--- src/rtl/pipelined_prefix_adder.sv ---
// pipelined_prefix_adder: pipelined Kogge-Stone adder/subtractor with flags, tag and valid/ready.
//   Parameters: DATA_SIZE operand width (>=2), LEVELS_PER_STAGE prefix levels per register
//   stage, TAG_W sideband width. Latency is ceil(clog2(DATA_SIZE)/LEVELS_PER_STAGE)+1.
//   Ports: clk, rst_n (async, active low); in_valid/in_ready, a, b, cin, sub, in_tag accept a beat;
//   out_valid/out_ready, s, cout, ovf, zero, out_tag return it in acceptance order.
module pipelined_prefix_adder #(
    parameter int DATA_SIZE        = 32,
    parameter int LEVELS_PER_STAGE = 2,
    parameter int TAG_W            = 4
) (
    input  logic                 clk,
    input  logic                 rst_n,
    input  logic                 in_valid,
    output logic                 in_ready,
    input  logic [DATA_SIZE-1:0] a,
    input  logic [DATA_SIZE-1:0] b,
    input  logic                 cin,
    input  logic                 sub,
    input  logic [TAG_W-1:0]     in_tag,
    output logic                 out_valid,
    input  logic                 out_ready,
    output logic [DATA_SIZE-1:0] s,
    output logic                 cout,
    output logic                 ovf,
    output logic                 zero,
    output logic [TAG_W-1:0]     out_tag
);
    localparam int N      = DATA_SIZE;
    localparam int LEVELS = $clog2(DATA_SIZE);
    localparam int NSTG   = (LEVELS + LEVELS_PER_STAGE - 1) / LEVELS_PER_STAGE;

    // Stage r holds group generate g_q[r]; group propagate is only needed up to the
    // stage feeding the last one, so p_q stops at NSTG-1. pr_q carries the raw
    // bitwise propagate through to the sum XOR.
    logic [NSTG:0]                 v_q;
    logic [NSTG:0][N-1:0]          g_q;
    logic [NSTG-1:0][N-1:0]        p_q;
    logic [NSTG:0][N-1:0]          pr_q;
    logic [NSTG:0]                 c0_q;
    logic [NSTG:0][TAG_W-1:0]      tag_q;
    logic [NSTG:1][N-1:0]          g_d;
    logic [NSTG-1:0][N-1:0]        p_d;
    logic [N-1:0]                  bb;
    logic [N-1:0]                  g_in;
    logic [N-1:0]                  gc;
    logic                          c0;
    logic                          en;

    assign out_valid = v_q[NSTG];
    assign en        = ~out_valid | out_ready;
    assign in_ready  = en;
    assign bb        = sub ? ~b : b;
    assign c0        = sub | cin;
    // Carry-in enters as an extra generate term on bit 0, so Gc[i] already includes it.
    assign g_in      = (a & bb) | {{(N-1){1'b0}}, (a[0] ^ bb[0]) & c0};

    always_comb begin : prefix
        logic [N-1:0] gt, pt;
        int k;
        g_d    = '0;
        p_d    = '0;
        p_d[0] = a ^ bb;
        gt     = '0;
        pt     = '0;
        k      = 0;
        for (int r = 1; r <= NSTG; r++) begin
            gt = g_q[r-1];
            pt = p_q[r-1];
            for (int l = 0; l < LEVELS_PER_STAGE; l++) begin
                k = (r - 1) * LEVELS_PER_STAGE + l;
                if (k < LEVELS) begin
                    // Shifting in zeros / ones makes bits below the span pass through.
                    gt = gt | (pt & (gt << (1 << k)));
                    pt = pt & ~((~pt) << (1 << k));
                end
            end
            g_d[r] = gt;
            if (r < NSTG) p_d[r] = pt;
        end
    end

    always_ff @(posedge clk or negedge rst_n) begin
        if (!rst_n) begin
            v_q   <= '0;
            g_q   <= '0;
            p_q   <= '0;
            pr_q  <= '0;
            c0_q  <= '0;
            tag_q <= '0;
        end else if (en) begin
            v_q <= {v_q[NSTG-1:0], in_valid};
            if (in_valid) begin
                g_q[0]   <= g_in;
                p_q[0]   <= p_d[0];
                pr_q[0]  <= a ^ bb;
                c0_q[0]  <= c0;
                tag_q[0] <= in_tag;
            end
            for (int r = 1; r <= NSTG; r++) begin
                if (v_q[r-1]) begin
                    g_q[r]   <= g_d[r];
                    pr_q[r]  <= pr_q[r-1];
                    c0_q[r]  <= c0_q[r-1];
                    tag_q[r] <= tag_q[r-1];
                    if (r < NSTG) p_q[r] <= p_d[r];
                end
            end
        end
    end

    assign gc      = g_q[NSTG];
    assign s       = pr_q[NSTG] ^ {gc[N-2:0], c0_q[NSTG]};
    assign cout    = gc[N-1];
    assign ovf     = gc[N-1] ^ gc[N-2];
    assign zero    = ~|s;
    assign out_tag = tag_q[NSTG];
endmodule
--- config.mk ---
export PLATFORM = sky130hd
export DESIGN_NAME = pipelined_prefix_adder
export DESIGN_NICKNAME = d
export VERILOG_FILES = /design/src/rtl/pipelined_prefix_adder.sv
export SDC_FILE = /design/constraint.sdc
export NUM_CORES = 1
export LEC_CHECK = 0
export ABC_AREA = 1
export CAP_MARGIN = 20
export CORE_UTILIZATION = 23
export CTS_CLUSTER_SIZE = 14
export DETAILED_ROUTE_END_ITERATION = 10
export SKIP_LAST_GASP = 1
export SYNTH_ARGS = -nofsm -noshare
export SYNTH_HDL_FRONTEND = slang
export SYNTH_SLANG_ARGS = --single-unit
--- constraint.sdc ---
create_clock -name clk -period 1.1 [get_ports clk]
set_input_delay 0.275 -clock clk [delete_from_list [all_inputs] [get_ports clk]]
set_output_delay 0.275 -clock clk [all_outputs]
set_load 0.03 [all_outputs]
==> flow_summary_export.csv <==
group,metric,value,unit
critical_path,critPathRequiredTime,0.82,ns
yosys,ys_seq_area_share,56.61,%
cts,cts_tree,"yes",
grt,grt_first_pass_wirelength,71750,um
layout,area_growth,64.09,%
cts,cts_made_buffers,31,
sta,skew,0.01166,ns
yosys,syn-instance-count,1627,
critical_path,crit_path_end_kind,"primary output",
sta,timing.final.ws_setup,-1.098,ns
power_and_ir_drop,clock_power_share,17.0,%
yosys,synth_seq_cells,324,
yosys,synth.avg_cell_area,8.803,um^2
run_status,outcome,"finished, violations left",
layout,multi_input_comb_area,0.006513,mm^2
layout,register_area,0.008114,mm^2
power_and_ir_drop,seq_power_share,29.7,%
yosys,syn_area,0.01432,mm^2
floorplan,dieArea,0.06327,mm^2
sta,max_freq,454.9,MHz
power_and_ir_drop,swShare,38.33,%
critical_path,worst-path-max-fanout,2,
cts,clkLatencyLatePin,0.58,ns
critical_path,worstPathArrival,1.92,ns
layout,nets,2195,
floorplan,io_pins,115,
sta,worst_pin_slew,0.6184,ns
floorplan,rows,91,
floorplan,core_area,0.06160,mm^2
yosys,synth_edf_count,0,
layout,final_common_cell,"dfrtp_1",
worst_hold_path,hold_path.class,"input pin to asynchronous set/reset pin",
place,hpwl,31660,um
power_and_ir_drop,powerDensity,2844,mW/mm^2
layout,layout_common_cells,"dfrtp_1 (319), nand2_1 (262), buf_4 (238)",
cts,clk_pin_slew_worst_paths,0.07,ns
place,place.port_buffers,114,
yosys,yosysTopAreaCell,"dfrtp_1",
yosys,synth_nets,1733,
route,wl_per_cell,16.66,um
power_and_ir_drop,switching_power,25.62,mW
layout,fill_cells,5880,
grt,antenna_found_initial,0,
sta,rsz0062_at_grt,"true",
route,drt_iter0_drc,699,
critical_path,crit_chain,"inv_1 > nand2_1 > nand2_2 > nor2_1 > nand2_1 > nor2_2 > nand2_2 > nor2_4 > buf_12",
critical_path,slowest_delay,0.37,ns
layout,diodes,0,
sta,fin_hold_ws,0.2032,ns
yosys,async_flop_share,100.0,%
critical_path,r2r-start,"v_q[3]",
power_and_ir_drop,p_leak,11.15,nW
route,ant_nets,0,
critical_path,slowest_stage,"dfrtp_1",
cts,clk_path_buf_depth,3,
power_and_ir_drop,pwr-share-comb,53.3,%
critical_path,startpoint,"gc[13]",
yosys,synth_cell_types,29,
critical_path,worst-setup-path-type,"flip-flop to primary output",
grt,grt_pass1_vias,12830,
route,dr.pass1.iters,5,
cts,cts-root-buf,"clkbuf_16",
floorplan,die_w,251.5,um
yosys,ys_warn_count,0,
sta,final-max-slew-violation-count,0,
grt,grt_max_degree,44,
floorplan,start_util,23.25,%
route,drcViolationCount,0,
run_status,violations,"negative setup slack",
power_and_ir_drop,ir_drop,1.380,mV
grt,grtUsageMet1,18.71,%
floorplan,die_h,251.5,um
sta,min_period,2.198,ns
sta,slew_headroom,58.34,%
place,gp_congestion,0.8614,
critical_path,start_kind,"flip-flop",
route,routed_wl,49130,um
layout,drive_above_1_share,40.29,%
sta,fin_crit_sh,199.8,%
sta,hold_violations,0,
cts,numClockSinks,324,
yosys,synth_top_cells_by_area,"dfrtp_1 (57%), nand2_1 (12%), o21ai_0 (8.5%), inv_1 (5.4%), ha_1 (2.8%)",
grt,use_met2,24.27,%
power_and_ir_drop,power,66.83,mW
grt,grt_most_used_layer,"met2",
route,vias_per_cell,4.379,
sta,final-setup-viol-count,364,
sta,tns,-147.19,ns
grt,grt_use_met3,1.795,%
flow_run,cap_violations,0,
yosys,synth_top_area_share,56.61,%
yosys,synth-main-ff-cell,"dfrtp_1",
layout,instances_no_fill,2949,
place,place_inst,2731,
route,vias,12920,
power_and_ir_drop,p_int,41.22,mW
grt,grtUsageTotal,14.28,%
grt,overflow,0,
cts,htreeDepth,1,
## cells by family (layout without fill, tap and decap cells)
| family | Yosys count | in the layout | synth area share, % |
|---|---|---|---|
| xor+xnor | 36 | 36 | 2.201 |
| fa+ha+maj | 32 | 32 | 2.795 |
| compound gates | 406 | 406 | 15.31 |
| buf+inv | 284 | 768 | 8.107 |
| flops | 324 | 324 | 56.61 |
| simple gates | 545 | 546 | 14.98 |
## stage by stage
stage / util, % / instance area [um^2] / worst slack (ns)
final: 38.15 / 23500 / -1.098
after global routing: 38.15 / 23500 / -1.203
after floorplan: - / 14850 / -0.3105
after global placement: 30.36 / 18700 / -0.7097
after CTS: 35.95 / 22140 / -1.128
after detailed placement: 30.36 / 18700 / -0.7231
## registers in the layout, summed over array words and instances, names as in the netlist
name	flops
g_q	96
tag_q	12
gc	32
p_q	46
pr_q	126
v_q	4
out_tag	4
c0_q	4
## synthesized netlist by cell type (16+ instances only)
cell type and n:
dfrtp_1 324, nand3_1 23, a31oi_1 20, o221ai_1 16, o31ai_1 21, clkbuf_1 23
xor2_1 36, o21ai_1 56, nor2_1 62, ha_1 32, buf_2 37, a21oi_1 42
o21ai_0 242, nand2_1 441, inv_1 207
## power groups by stage
| stage | sequential [mW] | clock [mW] | combinational (mW) |
|---|---|---|---|
| 2_1_floorplan | 18.3 | 0 | 13.0 |
| 3_3_place_gp | 19.3 | 0 | 24.6 |
| 3_5_place_dp | 19.4 | 0 | 24.8 |
| 4_1_cts | 19.3 | 11.5 | 31.3 |
| 5_1_grt | 20.2 | 11.9 | 38.1 |
| 6_report | 19.8 | 11.3 | 35.6 |
## critical path, delay by kind of cell (launching register included)
family	cells	cell delay (ns)
buffers and inverters	2	0.21
AND/OR/NAND/NOR	7	0.77
flip-flops	1	0.37
## layout make-up
type	instances	share of cell area [%]
sequential	324	34.53
multi-input combinational	1020	27.71
timing repair buffer	494	24.69
tap	837	4.456
clock buffer	43	3.833
inverter	210	3.572
clock inverter	13	0.7560
timing repair inverter	8	0.4579
## per-layer routing
layer,share of wire (%),up-vias
li1,-,6213
met1,43,6341
met2,50,264
met3,3.4,97
met4,3.6,0
met5,0,-
## final timing paths
| kind | to | slack, ns | cells past startpoint |
|---|---|---|---|
| max in group asynchronous | pr_q[109] | 0.31 | 3 |
| max reg2reg | g_q[76] | -0.54 | 9 |
| min | out_tag[3] | 0.20 | 2 |
| max | zero | -1.10 | 9 |
| min reg2reg | g_q[50] | 0.49 | 2 |
| min in group clk | tag_q[3] | 0.28 | 3 |
## timing repair
action                     4_1_cts  5_1_grt
hold endpoints to repair       324        0
setup endpoints to repair      364      364
pin swaps                       38       48
gates cloned                    24       26
hold buffers                     1        0
resized for setup              201      363
buffers inserted               150       48
Power figures use the tool's default switching activity.
